--- src/rtl/sum_arbiter.sv ---
// sum_arbiter: four-requester round-robin front end for a shared four-operand
// accumulator. One operation is in flight at a time: the winner's operand set
// is latched and issued, the accumulator result (or a timeout) is captured,
// and the requester receives a one-cycle ack carrying result/err.
module sum_arbiter #(
    parameter int WIDTH   = 32,
    parameter int TIMEOUT = 15
) (
    input  logic                  clk,
    input  logic                  reset,
    input  logic [3:0]            req,
    input  logic [16*WIDTH-1:0]   opnd,
    output logic [3:0]            gnt,
    output logic [3:0]            ack,
    output logic [WIDTH-1:0]      result,
    output logic                  err,
    output logic                  busy,
    output logic [WIDTH-1:0]      ms_in0,
    output logic [WIDTH-1:0]      ms_in1,
    output logic [WIDTH-1:0]      ms_in2,
    output logic [WIDTH-1:0]      ms_in3,
    output logic                  ms_start,
    input  logic                  ms_done,
    input  logic [WIDTH-1:0]      ms_sum
);

    typedef enum logic [1:0] {
        IDLE  = 2'd0,
        ISSUE = 2'd1,
        WAIT  = 2'd2,
        RESP  = 2'd3
    } state_t;

    // Last WAIT cycle index: WAIT is left by timeout after TIMEOUT cycles.
    localparam logic [7:0] CNT_LAST = 8'(TIMEOUT - 1);

    state_t           state_r;
    logic [1:0]       ptr_r;
    logic [7:0]       cnt_r;

    logic             win_found_s;
    logic [1:0]       win_idx_s;
    logic [1:0]       cand_s;
    logic [WIDTH-1:0] opnd_set_s [4][4];

    // Unpack the flat operand bus into [requester][operand] words.
    for (genvar gi = 0; gi < 4; gi++) begin : g_req
        for (genvar gk = 0; gk < 4; gk++) begin : g_opnd
            assign opnd_set_s[gi][gk] = opnd[(4*gi+gk)*WIDTH +: WIDTH];
        end
    end

    // Round-robin pick: scan from ptr upward with wrap; the nearest set bit wins.
    always_comb begin
        win_found_s = 1'b0;
        win_idx_s   = 2'd0;
        cand_s      = 2'd0;
        for (int k = 3; k >= 0; k--) begin
            cand_s = ptr_r + 2'(k);
            if (req[cand_s]) begin
                win_found_s = 1'b1;
                win_idx_s   = cand_s;
            end else begin
                win_found_s = win_found_s;
            end
        end
    end

    // Control FSM with all outputs registered alongside the state.
    always_ff @(posedge clk) begin
        if (reset) begin
            state_r  <= IDLE;
            ptr_r    <= 2'd0;
            cnt_r    <= 8'd0;
            gnt      <= 4'd0;
            ack      <= 4'd0;
            result   <= '0;
            err      <= 1'b0;
            busy     <= 1'b0;
            ms_in0   <= '0;
            ms_in1   <= '0;
            ms_in2   <= '0;
            ms_in3   <= '0;
            ms_start <= 1'b0;
        end else begin
            case (state_r)
                IDLE: begin
                    if (win_found_s) begin
                        ptr_r    <= win_idx_s + 2'd1;
                        gnt      <= 4'b0001 << win_idx_s;
                        ms_in0   <= opnd_set_s[win_idx_s][0];
                        ms_in1   <= opnd_set_s[win_idx_s][1];
                        ms_in2   <= opnd_set_s[win_idx_s][2];
                        ms_in3   <= opnd_set_s[win_idx_s][3];
                        ms_start <= 1'b1;
                        busy     <= 1'b1;
                        state_r  <= ISSUE;
                    end else begin
                        state_r  <= IDLE;
                    end
                end
                ISSUE: begin
                    ms_start <= 1'b0;
                    cnt_r    <= 8'd0;
                    state_r  <= WAIT;
                end
                WAIT: begin
                    // A completion in the threshold cycle still counts as success.
                    if (ms_done) begin
                        result  <= ms_sum;
                        err     <= 1'b0;
                        ack     <= gnt;
                        state_r <= RESP;
                    end else if (cnt_r == CNT_LAST) begin
                        result  <= '0;
                        err     <= 1'b1;
                        ack     <= gnt;
                        state_r <= RESP;
                    end else begin
                        cnt_r   <= cnt_r + 8'd1;
                    end
                end
                RESP: begin
                    ack     <= 4'd0;
                    gnt     <= 4'd0;
                    err     <= 1'b0;
                    busy    <= 1'b0;
                    cnt_r   <= 8'd0;
                    state_r <= IDLE;
                end
                default: begin
                    ack      <= 4'd0;
                    gnt      <= 4'd0;
                    err      <= 1'b0;
                    busy     <= 1'b0;
                    ms_start <= 1'b0;
                    cnt_r    <= 8'd0;
                    state_r  <= IDLE;
                end
            endcase
        end
    end

endmodule

--- config.mk ---
export PLATFORM = sky130hd
export DESIGN_NAME = sum_arbiter
export DESIGN_NICKNAME = d
export VERILOG_FILES = /design/src/rtl/sum_arbiter.sv
export SDC_FILE = /design/constraint.sdc
export NUM_CORES = 1
export LEC_CHECK = 0
export CORE_AREA = 2 2 281 283
export CTS_BUF_LIST = sky130_fd_sc_hd__clkbuf_8 sky130_fd_sc_hd__clkbuf_16
export DETAILED_ROUTE_END_ITERATION = 10
export DIE_AREA = 0 0 283 285
export PLACE_DENSITY = 0.37
export SETUP_SLACK_MARGIN = 0.4
export SLEW_MARGIN = 20
export SYNTH_ARGS = -nofsm -noshare
export SYNTH_HDL_FRONTEND = slang
export SYNTH_SLANG_ARGS = --single-unit
export TNS_END_PERCENT = 5
--- constraint.sdc ---
create_clock -name clk -period 3 [get_ports clk]
set_clock_uncertainty 0.15 [all_clocks]
set_input_delay 0.3 -clock clk [delete_from_list [all_inputs] [get_ports clk]]
set_output_delay 0.3 -clock clk [all_outputs]
set_load 0.05 [all_outputs]
Yosys cells after proc, flatten, opt, wreduce, memory -nomap -nowiden --
Cells that the tools add are included.
Storage, ports and cells: flip-flop bits (word level) 183, logic and storage cells 85, bits of input ports 551
Cells by class: equal/unequal tests 8, shifts and indexed selects 1, order comparisons 5, bitwise logic cells 1, reduce and logical (&&, ||, !) cells 13, $add $sub $neg 5, mux-type cells 39
Operators with widths (number):
- 128-bit binary-select mux with 2-bit select | 1
- 128-bit 2-to-1 mux | 2
- 32-bit 2-to-1 mux | 2
- 8-bit 2-to-1 mux | 2
- 4-bit case mux with 2 select lines | 2
- 8-bit case mux with 2 select lines | 1
- 2-bit by 3-bit < comparator with 1-bit output (second input constant) | 4
- 1-bit 2-to-1 mux | 12
- 2-bit 2-to-1 mux | 6
- 4-bit 2-to-1 mux | 3
- 2-bit AND reduction | 5
- 2-bit nonzero test | 5
- 8-bit by 1-bit adder with 8-bit output (second input constant) | 1
- 1-bit binary-select mux with 2-bit select | 4
- 8-bit by 4-bit == test with 1-bit output (second input constant) | 1
- 2-bit case mux with 4 select lines | 1
- 2-bit != test (second input constant) | 3
- 1-bit case mux with 2 select lines | 3
- 2-bit by 1-bit adder with 2-bit output (second input constant) | 2
- 2-bit adder (second input constant) | 2
- 2-bit == test (second input constant) | 2
- 1-bit by 2-bit left shift with 4-bit output (first input constant) | 1
- 3-bit greater-or-equal comparator (second input constant) | 1
- 3-bit != test (second input constant) | 1
- other kinds (5) | 5

Longest topological paths before layout --
Gate-level depths: netlist (run 1).
depth in word-level cells 11, mapped depth 9, gate-level depth less buffers 7

Worst setup path before layout (run 1) --
OpenSTA, ideal clock, no wires.
path kind flip-flop to flip-flop, start point register state_r[0], end point register ms_in0[22], setup time 0.131 ns, path buffers 2, setup slack 0.966 ns, required time 2.719 ns, stages on the path, launching flop included 9, arrival 1.753 ns, clock period less this slack 2.034 ns, path through dfxtp_1 inv_1 ha_1 o41a_1 buf_2 clkbuf_1 nor3b_1 a221oi_1 o21ai_0
Between the ends: cells in the longest elaborated chain, start to end 2
Ends and longest elaborated chain:
- from (decl) | RTL line 37 | state_t state_r;
- from (signal assigned) | RTL line 72 | state_r <= IDLE;
- from (signal assigned) | RTL line 97 | state_r <= ISSUE;
- from (signal assigned) | RTL line 99 | state_r <= IDLE;
- 2-bit logical NOT | RTL line 86 | case (state_r)
- 2-bit AND reduction (no source line)
- to (signal assigned) | RTL line 91 | ms_in0 <= opnd_set_s[win_idx_s][0];
- to (decl) | RTL line 18 | output logic [WIDTH-1:0] ms_in0,
Every way passes these cells. A chain may end at the register's enable or synchronous reset.

Worst setup path in the final report (run 1) --
start point register state_r[0], end point register ms_in2[7]
Between the ends: cells in the longest elaborated chain, start to end 2
Ends and longest elaborated chain:
- 2-bit logical NOT | RTL line 86
- 2-bit AND reduction (no source line)
- to (signal assigned) | RTL line 93 | ms_in2 <= opnd_set_s[win_idx_s][2];
- to (decl) | RTL line 20 | output logic [WIDTH-1:0] ms_in2,
Every way passes these cells.

==> results.tsv, run 1 <==
stage	metric	value	unit
run_status	status	finished clean	
clocking	htreeDepth	4	
drt	routedWlPerCell	23.2	µm
power_and_ir_drop	irDropWorstVdd	501	µV
worst_hold_path	min-delay-start	opnd[48]	
cells_and_area	syn2layout_area_growth	91.4	%
global_route	antenna_found_initial	24	
floorplan	ioPinCount	722	
power_and_ir_drop	p_per_area	863	nW/µm²
power_and_ir_drop	seqPwrFrac	23.3	%
worst_setup_path	slowest_stage	and2_4	
timing	tightest_slew	0.917	ns
placement	place_ws	0.175	ns
clocking	worstSkewPairLatency	0.49	ns
drt	first_pass_iters	4	
worst_setup_path	arrival	2.77	ns
clocking	cts_sinks	183	
power_and_ir_drop	p_leak	0.00693	µW
logic_synthesis	async_reset_ff_share	0	%
job	drv_cap	0	
timing	setup_viol	0	
placement	post_dp_cell_area	18500	µm²
drt	drt_wl_total	64300	µm
drt	drt_iter0_drc	478	
floorplan	die_w	283	µm
clocking	cts_root_buf	clkbuf_16	
power_and_ir_drop	p_sw	8130	µW
timing	finalHoldViolCount	0	
placement	io_buffers	721	
logic_synthesis	syn_area_per_cell	10.0	µm²
worst_setup_path	r2r_start	state_r[0]	
drt	num_vias	11200	
timing	fmax	0.397	GHz
clocking	clk_pin_slew	0.09	ns
worst_hold_path	hold_end	ms_in1[16]	
logic_synthesis	synth_edf_count	0	
worst_setup_path	critPathKind	reg -> reg	
logic_synthesis	synth_area	10100	µm²
logic_synthesis	netlist_instances	1004	
drt	ant_nets	0	
cells_and_area	fill_cells	8321	
cells_and_area	final_util	24.7	%
power_and_ir_drop	clock_power_share	15.4	%
power_and_ir_drop	p_comb_share	61.2	%
cells_and_area	fin_nets	2249	
worst_hold_path	holdPathStages	3	
placement	gp_congestion	0.884	
worst_setup_path	cp_cell_sequence	inv_1 > ha_1 > buf_4 > o41ai_4 > nor2_2 > and2_4 > buf_12 > a221oi_2 > o21ai_1	
worst_setup_path	reg2reg_to	ms_in2[7]	
timing	slew_headroom	38.6	%
worst_setup_path	r2r_slack	0.48	ns
global_route	grt_use_total	15.4	%
global_route	grt_pass1_wl	89900	µm
worst_setup_path	startpoint_type	flop	
global_route	grt_pass1_vias	11800	
clocking	clock_path_buffers	2	
global_route	grtUsageMet3	6.02	%
logic_synthesis	ys_seq_area_share	36.4	%
timing	fin_crit_sh	83.9	%
floorplan	initial_core_util	12.9	%
logic_synthesis	ys_seq_elements	183	
timing	setup_ws	0.484	ns
timing	fin_setup_tns	0	ns
clocking	cts_tree	built	
global_route	grt_max_degree	96	
drt	drc	0	
power_and_ir_drop	p_sw_share	48.9	%
floorplan	rows	103	
cells_and_area	drive_above_1_share	11.2	%
global_route	grt_overflow_total	0	
global_route	grt_use_met2	26.7	%
logic_synthesis	synthFlopType	dfxtp_1	
logic_synthesis	yosysTopAreaCellShare	36.4	%
worst_setup_path	rr_worst_depth	9	
global_route	top_usage_layer	met2	
worst_setup_path	max_stage_delay	0.36	ns
worst_setup_path	worstPathRequired	3.26	ns
placement	dp_hpwl	49600	µm
power_and_ir_drop	finalPower	16600	µW
worst_setup_path	critPathMaxFanout	40	
logic_synthesis	synth_cell_type_count	51	
worst_setup_path	end_kind	flop	
power_and_ir_drop	internal_power	8500	µW
logic_synthesis	synth_fp_nets	1562	
floorplan	die_h	285	µm
timing	fin_crit	2.52	ns
logic_synthesis	synth_area_leader_cell	dfxtp_1	
cells_and_area	stdcell_area	19300	µm²
logic_synthesis	ys_warn_count	0	
worst_hold_path	min_path_type	in -> reg	
floorplan	coreArea	78000	µm²
logic_synthesis	ys_top_cells_by_area	dfxtp_1 36%, a221oi_2 13%, mux2i_1 13%	
floorplan	die_area	80700	µm²
drt	vias_per_cell	4.04	
clocking	cts_buffers	17	
global_route	grt_use_met1	17.1	%
timing	drv_slew	0	
timing	grt_setup_unrepaired	yes	
layer usage:
layer  routed length, µm  share of wire (%)
met4                1400                2.2
met1               25100                 39
met2               32500                 51
met5                  68               0.11
met3                5250                8.2
synth_stat cells (16+ instances only):
cell and number:
a21oi_1 18, a221oi_1 37, a221oi_2 90, a22oi_1 36, buf_2 16, buf_6 21
clkbuf_1 62, dfxtp_1 183, mux2i_1 129, nor2_1 59, nor3b_1 127, o21ai_0 40
o21ai_1 91
critical path, delay by kind of cell (launching register included):
kind / cells / cell delay (ns)
AND/OR/NAND/NOR: 2 / 0.64
buffers and inverters: 3 / 0.64
flip-flops: 1 / 0.35
adder cells (fa/ha/maj): 1 / 0.28
AO/OA/AOI/OAI: 3 / 0.27
cells in the final DEF, fill, tap and decap left out, types with 3 or more instances in the layout:
master	n
a21oi_1	17
a221oi_1	37
a221oi_2	90
a22oi_1	36
a32oi_1	4
and3_1	3
buf_12	14
buf_4	34
clkbuf_16	17
clkdlybuf4s50_1	720
dfxtp_1	183
diode_2	15
ha_1	7
inv_1	7
inv_6	5
mux2i_1	129
nand2_1	8
nand2b_1	4
nor2_1	59
nor2b_1	3
nor3_1	5
nor3b_1	127
o21ai_0	40
o21ai_1	91
o22ai_1	3
o31ai_1	6
or3_1	4
or3b_2	4
power by group through the flow:
stage	Sequential, µW	Combinational [µW]	Clock (µW)
6_report	3880	10200	2570
3_3_place_gp	3920	10200	0
3_5_place_dp	3940	10300	0
4_1_cts	3890	10300	2710
5_1_grt	4000	10700	2780
2_1_floorplan	6860	3200	0
worst max-delay path by stage:
stage / startpoint / to / slack (ns) / cells after the start
CTS: state_r[0] / ms_in2[7] / 0.42 / 9
global route: state_r[0] / ms_in2[28] / 0.36 / 9
detailed placement: req[3] / ms_in2[21] / 0.17 / 8
finish: state_r[0] / ms_in2[7] / 0.48 / 9
floorplan: state_r[0] / ms_in0[22] / 0.97 / 8
global placement: req[1] / ms_in0[2] / 0.20 / 8
state kept, by name (all words and copies together), names as in the netlist:
signal    cells
ms_in0       32
ms_in1       32
ms_in2       32
ms_in3       32
result       32
cnt_r         8
ack           4
gnt           4
ptr_r         2
state_r       2
busy          1
err           1
ms_start      1
logic make-up (layout without fill, tap and decap cells):
logic type	count (synthesis)	in the layout	synth area share (%)
fa+ha+maj	7	7	0.870
simple gates	235	236	14.7
compound gates	338	338	29.0
flops	183	183	36.4
buf+inv	111	810	6.05
other cells	0	15	0
mux	130	130	12.9
repair_timing:
item	in CTS	in global routing
hold endpoints to repair	2	0
cloned	0	1
resized for setup	0	1
pin swaps	1	1
setup buffers	1	5
hold buffers	1	0
setup endpoints to repair	9	53
per-stage QoR:
step / std cells / hold WS (ns)
2_1_floorplan: 1004 / 0.274
3_3_place_gp: 2714 / 0.320
3_5_place_dp: 2714 / 0.334
4_1_cts: 2748 / 0.219
5_1_grt: 2764 / 0.244
6_report: 2769 / 0.271
cell type report:
type	count	area, µm²	share of cell area (%)
clock buffers	18	439	2.28
well taps	1050	1310	6.82
diodes	15	37.5	0.195
flip-flops and latches	183	3660	19.0
multi-input cells	711	5830	30.3
repair buffers	771	7770	40.3
inverters	7	26.3	0.136
clock inverters	14	180	0.935
Power figures use the tool's default switching activity.
==> run 2: changes to the inputs <==
CORE_AREA = 2 2 280 282   (was 2 2 281 283)
DIE_AREA = 0 0 282 284   (was 0 0 283 285)
PLACE_DENSITY = 0.39   (was 0.37)
clock period = 2.2 ns   (was 3 ns; I/O delays follow)
==> run 2 against run 1 <==
Register-to-register slack worse by 0.37 ns. Count of clock-buffer cells in the layout stayed put. Hold slack worse by 0.089 ns. Fmax increased by 21%. Via count is 5.5% higher. Critical path type unchanged. Largest cell class unchanged. Highest routed layer unchanged.
==> results.tsv, run 2 (synthesis gave the netlist of run 1 again) <==
stage	metric	value	unit	change
cells_and_area	syn2layout_area_growth	108	%	
worst_setup_path	arrival	2.31	ns	-0.46 ns
global_route	grt_pass1_vias	12200		+3.1%
drt	num_vias	11800		+5.5%
drt	vias_per_cell	4.14		+2.5%
timing	fin_setup_tns	0	ns	unchanged
placement	io_buffers	721		unchanged
power_and_ir_drop	seqPwrFrac	21.1	%	-2.2 points
floorplan	initial_core_util	13.1	%	+0.17 points
timing	drv_slew	0		unchanged
clocking	htreeDepth	4		unchanged
worst_setup_path	cp_cell_sequence	inv_2 > ha_4 > o41a_4 > nand2b_4 > buf_6 > a21oi_4 > buf_12 > buf_16 > buf_12 > buf_16 > a221oi_2 > o21ai_1		
global_route	grt_overflow_total	0		unchanged
timing	slew_headroom	55.4	%	+17 points
power_and_ir_drop	p_leak	0.00785	µW	+13%
global_route	grt_pass1_wl	95200	µm	+5.8%
drt	drc	0		unchanged
drt	drt_wl_total	71100	µm	+10%
clocking	clock_path_buffers	2		unchanged
clocking	cts_sinks	183		unchanged
worst_setup_path	cp.buffers_inverters	6		+3
timing	fin_crit_sh	94.6	%	+11 points
clocking	cts_root_buf	clkbuf_16		
power_and_ir_drop	irDropWorstVdd	476	µV	-5.1%
placement	gp_congestion	0.858		-2.9%
power_and_ir_drop	clock_power_share	13.4	%	-2.0 points
worst_hold_path	min_path_type	in -> reg		
floorplan	coreArea	77000	µm²	-1.3%
timing	fin_crit	2.08	ns	-0.435 ns
drt	ant_nets	0		unchanged
floorplan	ioPinCount	722		unchanged
run_status	status	finished clean		
global_route	antenna_found_initial	38		+58%
clocking	clk_pin_slew	0.09	ns	about the same
worst_setup_path	max_stage_delay	0.34	ns	-0.02 ns
worst_setup_path	startpoint_type	flop		
drt	drt_iter0_drc	469		-1.9%
worst_setup_path	worstPathRequired	2.43	ns	-0.83 ns
clocking	cts_buffers	17		unchanged
timing	grt_setup_unrepaired	yes		
floorplan	die_h	284	µm	-0.35%
clocking	worstSkewPairLatency	0.48	ns	about the same
drt	routedWlPerCell	24.9	µm	+7.3%
cells_and_area	final_util	27.3	%	+2.5 points
worst_setup_path	critPathMaxFanout	8		-80%
power_and_ir_drop	p_comb_share	65.6	%	+4.4 points
placement	place_ws	-0.516	ns	-0.691 ns
clocking	cts_tree	built		
power_and_ir_drop	internal_power	13100	µW	+54%
cells_and_area	drive_above_1_share	19.2	%	+8.0 points
power_and_ir_drop	p_sw	11700	µW	+43%
drt	first_pass_iters	5		+1
timing	tightest_slew	0.672	ns	-0.245 ns
worst_setup_path	end_kind	flop		
timing	fmax	0.480	GHz	+21%
floorplan	die_area	80100	µm²	-0.70%
worst_setup_path	slowest_stage	dfxtp_2		
placement	dp_hpwl	53400	µm	+7.8%
timing	setup_ws	0.118	ns	-0.365 ns
floorplan	die_w	282	µm	-0.35%
worst_setup_path	critPathKind	reg -> reg		
cells_and_area	most-common-layout-cells	683 x clkdlybuf4s50_1, 177 x dfxtp_1, 126 x nor3b_1		
timing	finalHoldViolCount	0		unchanged
global_route	grt_use_total	16.9	%	+1.5 points
cells_and_area	fin_nets	2342		+4.1%
cells_and_area	final_common_cell	clkdlybuf4s50_1		
global_route	grt_max_degree	98		+2.1%
job	drv_cap	0		unchanged
power_and_ir_drop	p_sw_share	47.0	%	-1.9 points
worst_setup_path	path_delay_family	buffers and inverters		
power_and_ir_drop	p_per_area	1180	nW/µm²	+37%
timing	setup_viol	0		unchanged
floorplan	rows	102		-0.97%
## run 2: cell count changes in the layout (fill, tap and decap cells not counted), sizes merged
| cell | before | now |
|---|---|---|
| clkbuf | 18 | 22 |
| clkdlybuf4s50 | 720 | 683 |
| clkdlybuf4s15 | 0 | 2 |
| buf | 50 | 143 |
| clkinv | 4 | 5 |
| inv | 14 | 15 |
| clkinvlp | 1 | 0 |
| bufinv | 2 | 1 |
| bufbuf | 0 | 4 |
| diode | 15 | 13 |
| and2 | 4 | 3 |
| dlygate4sd2 | 0 | 28 |
## run 2: area by class of cell
| cell class | instances | area, µm² |
|---|---|---|
| Sequential cell | 183 | 3670 |
| Clock buffer | 18 | 439 |
| Tap cell | 1040 | 1300 |
| Inverter | 7 | 26.3 |
| Multi-Input combinational cell | 710 | 6150 |
| Antenna cell | 13 | 32.5 |
| Fill cell | 8144 | 56000 |
| Timing Repair Buffer | 865 | 9210 |
| Clock inverter | 14 | 145 |
## run 2: what timing repair did
action                                  CTS  global route
endpoints found under the setup margin  340           342
hold endpoints to repair                  2             0
gates cloned                             14             4
resized for setup                       119            31
pin swaps                                20            19
hold buffers                              1             0
setup buffers                            17             8
## run 2: per-layer routing
metal | track usage (%) | vias up | share of wire, %
met2 | 29.3 | 516 | 49
met4 | 4.27 | 14 | 1.6
li1 | - | 5503 | -
met5 | 0 | - | 0.11
met3 | 6.97 | 77 | 9.7
met1 | 19.0 | 5685 | 39
## run 2: worst reg2reg max path: stages, from the launching register on
cell and delay (ns):
dfxtp_2 0.34, inv_2 0.05, ha_4 0.17, o41a_4 0.12, nand2b_4 0.09, buf_6 0.09, a21oi_4 0.03, buf_12 0.15
buf_16 0.16, buf_12 0.17, buf_16 0.14, a221oi_2 0.25, o21ai_1 0.09
## run 2: worst paths after layout
check	startpoint	endpoint	slack, ns	depth (start not counted)
hold / removal	opnd[80]	ms_in2[16]	0.18	3
hold reg to reg	result[17]	result[17]	0.36	2
setup / recovery	state_r[0]	ms_in0[27]	0.12	12
setup reg to reg	state_r[0]	ms_in0[27]	0.12	12
## run 2: power groups by stage
stage	clock [µW]	combinational, µW	sequential, µW
after CTS	3490	16100	5230
after global placement	0	14700	5250
after global routing	3580	17100	5370
final	3320	16200	5220
after detailed placement	0	14700	5300
after floorplan	0	4430	9350
## run 2: metrics by stage
stage               cells  area, µm²  hold WS (ns)  power, µW
CTS                  2825      20600         0.148      24800
global route         2845      21000         0.164      26000
detailed placement   2761      19200         0.332      20000
floorplan            1004      10100         0.194      13800
global placement     2761      19200         0.332      20000
finish               2850      21000         0.182      24800
==> run 3: changes to the inputs <==
GPL_TIMING_DRIVEN = 0   (was default)
==> run 3 against run 2 <==
Non-clock buffer count decreased by 10. Critical endpoint is now result[5]. Power is 1.8% lower. Worst setup slack got worse by 0.016 ns.
==> results.tsv, run 3 (synthesis gave the netlist of run 1 again) <==
stage	metric	value	unit	change
cells_and_area	syn2layout_area_growth	107	%	
placement	post_dp_cell_area	18600	µm²	-2.9%
clocking	cts_sinks	183		unchanged
power_and_ir_drop	clock_power_share	14.1	%	+0.7 points
drt	first_pass_iters	5		unchanged
power_and_ir_drop	p_sw	11900	µW	+2.5%
worst_setup_path	rr_worst_depth	11		-1
drt	num_vias	11800		+0.14%
run_status	status	finished clean		
worst_hold_path	hold_end	ptr_r[1]		
worst_hold_path	holdPathStages	5		+2
timing	fin_setup_tns	0	ns	unchanged
power_and_ir_drop	p_sw_share	49.1	%	+2.1 points
floorplan	rows	102		unchanged
timing	grt_setup_unrepaired	yes		
placement	dp_hpwl	59000	µm	+10%
worst_setup_path	startpoint_type	flop		
worst_setup_path	r2r_start	cnt_r[0]		
power_and_ir_drop	internal_power	12400	µW	-5.6%
timing	drv_slew	0		unchanged
clocking	clk_pin_slew	0.08	ns	about the same
timing	fin_crit_sh	95.3	%	+0.74 points
clocking	cts_tree	built		
floorplan	die_w	282	µm	unchanged
drt	routedWlPerCell	26.0	µm	+4.1%
timing	slew_headroom	40.5	%	-15 points
cells_and_area	stdcell_area	20900	µm²	-0.47%
cells_and_area	regArea	3680	µm²	about the same
worst_setup_path	cp_cell_sequence	inv_2 > ha_2 > and4b_1 > a21oi_4 > buf_6 > nand2b_4 > buf_12 > buf_6 > clkbuf_16 > a22oi_2 > nor2_1		
cells_and_area	drive_above_1_share	26.1	%	+6.9 points
placement	gp_congestion	0.894		+4.3%
worst_hold_path	min-delay-start	req[1]		
power_and_ir_drop	finalPower	24300	µW	-1.8%
drt	drc	0		unchanged
worst_setup_path	end_kind	flop		
worst_hold_path	min_path_type	in -> reg		
power_and_ir_drop	p_comb_share	64.1	%	-1.5 points
worst_setup_path	critPathMaxFanout	7		-1
clocking	cts_hold_buf	0		-1
global_route	grt_pass1_wl	99200	µm	+4.3%
floorplan	die_h	284	µm	unchanged
cells_and_area	most-common-layout-cells	545 x clkdlybuf4s50_1, 177 x dfxtp_1, 117 x mux2i_1		
cells_and_area	multiInputGateArea	6600	µm²	+7.3%
power_and_ir_drop	irDropWorstVdd	467	µV	-1.9%
cells_and_area	final_util	27.1	%	-0.13 points
worst_setup_path	crit_top_cell	buf_6		
drt	vias_per_cell	4.16		+0.59%
clocking	htreeDepth	4		unchanged
power_and_ir_drop	p_per_area	1170	nW/µm²	-1.3%
worst_setup_path	max_stage_delay	0.33	ns	about the same
timing	fin_crit	2.10	ns	+0.0162 ns
floorplan	initial_core_util	13.1	%	unchanged
worst_setup_path	worstPathRequired	2.43	ns	about the same
global_route	grt_use_total	17.6	%	+0.74 points
floorplan	coreArea	77000	µm²	unchanged
timing	fmax	0.477	GHz	-0.77%
placement	io_buffers	718		-0.42%
clocking	cts_root_buf	clkbuf_16		
cells_and_area	fill_cells	8250		+1.3%
worst_setup_path	arrival	2.33	ns	+0.02 ns
worst_setup_path	slowest_stage	dfxtp_2		
drt	drt_iter0_drc	397		-15%
timing	setup_viol	0		unchanged
worst_setup_path	reg2reg_to	result[5]		
worst_setup_path	r2r_slack	0.10	ns	-0.02 ns
global_route	antenna_found_initial	36		-5.3%
clocking	clock_path_buffers	2		unchanged
global_route	grt_max_degree	19		-81%
power_and_ir_drop	seqPwrFrac	21.8	%	+0.7 points
timing	finalHoldViolCount	0		unchanged
cells_and_area	fin_nets	2332		-0.43%
timing	tightest_slew	0.892	ns	+0.220 ns
global_route	grt_overflow_total	0		unchanged
floorplan	die_area	80100	µm²	unchanged
cells_and_area	final_common_cell	clkdlybuf4s50_1		
floorplan	ioPinCount	722		unchanged
worst_setup_path	critPathKind	reg -> reg		
job	drv_cap	0		unchanged
clocking	cts_buffers	17		unchanged
drt	ant_nets	0		unchanged
power_and_ir_drop	p_leak	0.00882	µW	+12%
global_route	grt_pass1_vias	12500		+2.8%
drt	drt_wl_total	73700	µm	+3.6%
clocking	worstSkewPairLatency	0.50	ns	+0.02 ns
## run 3: cell types whose count changed in the layout (fill, tap and decap cells not counted), moves of 17 or more
cell             previous run  this run
dlymetal6s2s_1              0        68
clkbuf_1                    0        17
dlygate4sd2_1              28         2
a22oi_2                     2        32
clkdlybuf4s50_1           683       545
clkdlybuf4s15_1             0        19
clkbuf_2                    0        93
buf_4                      86        23
a22oi_1                    34         4
buf_6                       7        24
## run 3: how the worst max path moves through the flow
stage	start	to	slack, ns	cells after the start
floorplan	state_r[0]	ms_in0[10]	0.32	9
finish	cnt_r[0]	result[5]	0.10	11
global route	state_r[1]	ms_in2[21]	0.01	11
CTS	ms_in0[31]	ms_in0[31]	0.12	1
global placement	req[0]	ms_in1[1]	-1.36	9
detailed placement	req[0]	ms_in2[26]	-1.37	9
## run 3: power by group through the flow
stage                     clock network (µW)  logic (µW)  registers, µW
after CTS                               3610       15100           5270
after floorplan                            0        4430           9350
after global placement                     0       14200           5330
after global routing                    3680       16400           5470
after detailed placement                   0       14200           5370
final                                   3440       15600           5300
## run 3: final cells by class
| type | count | area share, % |
|---|---|---|
| Sequential cell | 183 | 17.6 |
| Inverter | 7 | 0.150 |
| Clock inverter | 13 | 0.731 |
| Clock buffer | 19 | 2.17 |
| Antenna cell | 10 | 0.120 |
| Timing Repair Buffer | 751 | 35.3 |
| Multi-Input combinational cell | 710 | 31.6 |
| Buffer | 104 | 6.09 |
| Tap cell | 1040 | 6.23 |
## run 3: stage by stage
stage,cells,setup WS [ns],hold WS [ns]
2_1_floorplan,1004,0.316,0.194
3_3_place_gp,2762,-1.36,0.315
3_5_place_dp,2762,-1.37,0.320
4_1_cts,2821,0.116,0.0915
5_1_grt,2832,0.0113,0.106
6_report,2837,0.102,0.107
## run 3: worst max-delay path, delay by kind of cell (launching register included)
kind / cells / cell delay [ns]
buffers and inverters: 5 / 0.64
AND/OR/NAND/NOR: 3 / 0.43
flip-flops: 1 / 0.33
AO/OA/AOI/OAI: 2 / 0.27
adder cells (fa/ha/maj): 1 / 0.16
## run 3: timing repair
action,in CTS,in global routing
resized for setup,277,485
endpoints found under the setup margin,354,354
pin swaps,22,148
cloned,6,1
setup buffers,21,5
## run 3: metal layers
layer  vias to the layer above  part of all wire [%]  track usage (%)
met4                        26                   1.7             3.91
met1                      5698                    39             19.7
met3                        94                   9.2             6.64
met5                         -                  0.23                0
met2                       527                    50             31.5
li1                       5466                     -                -
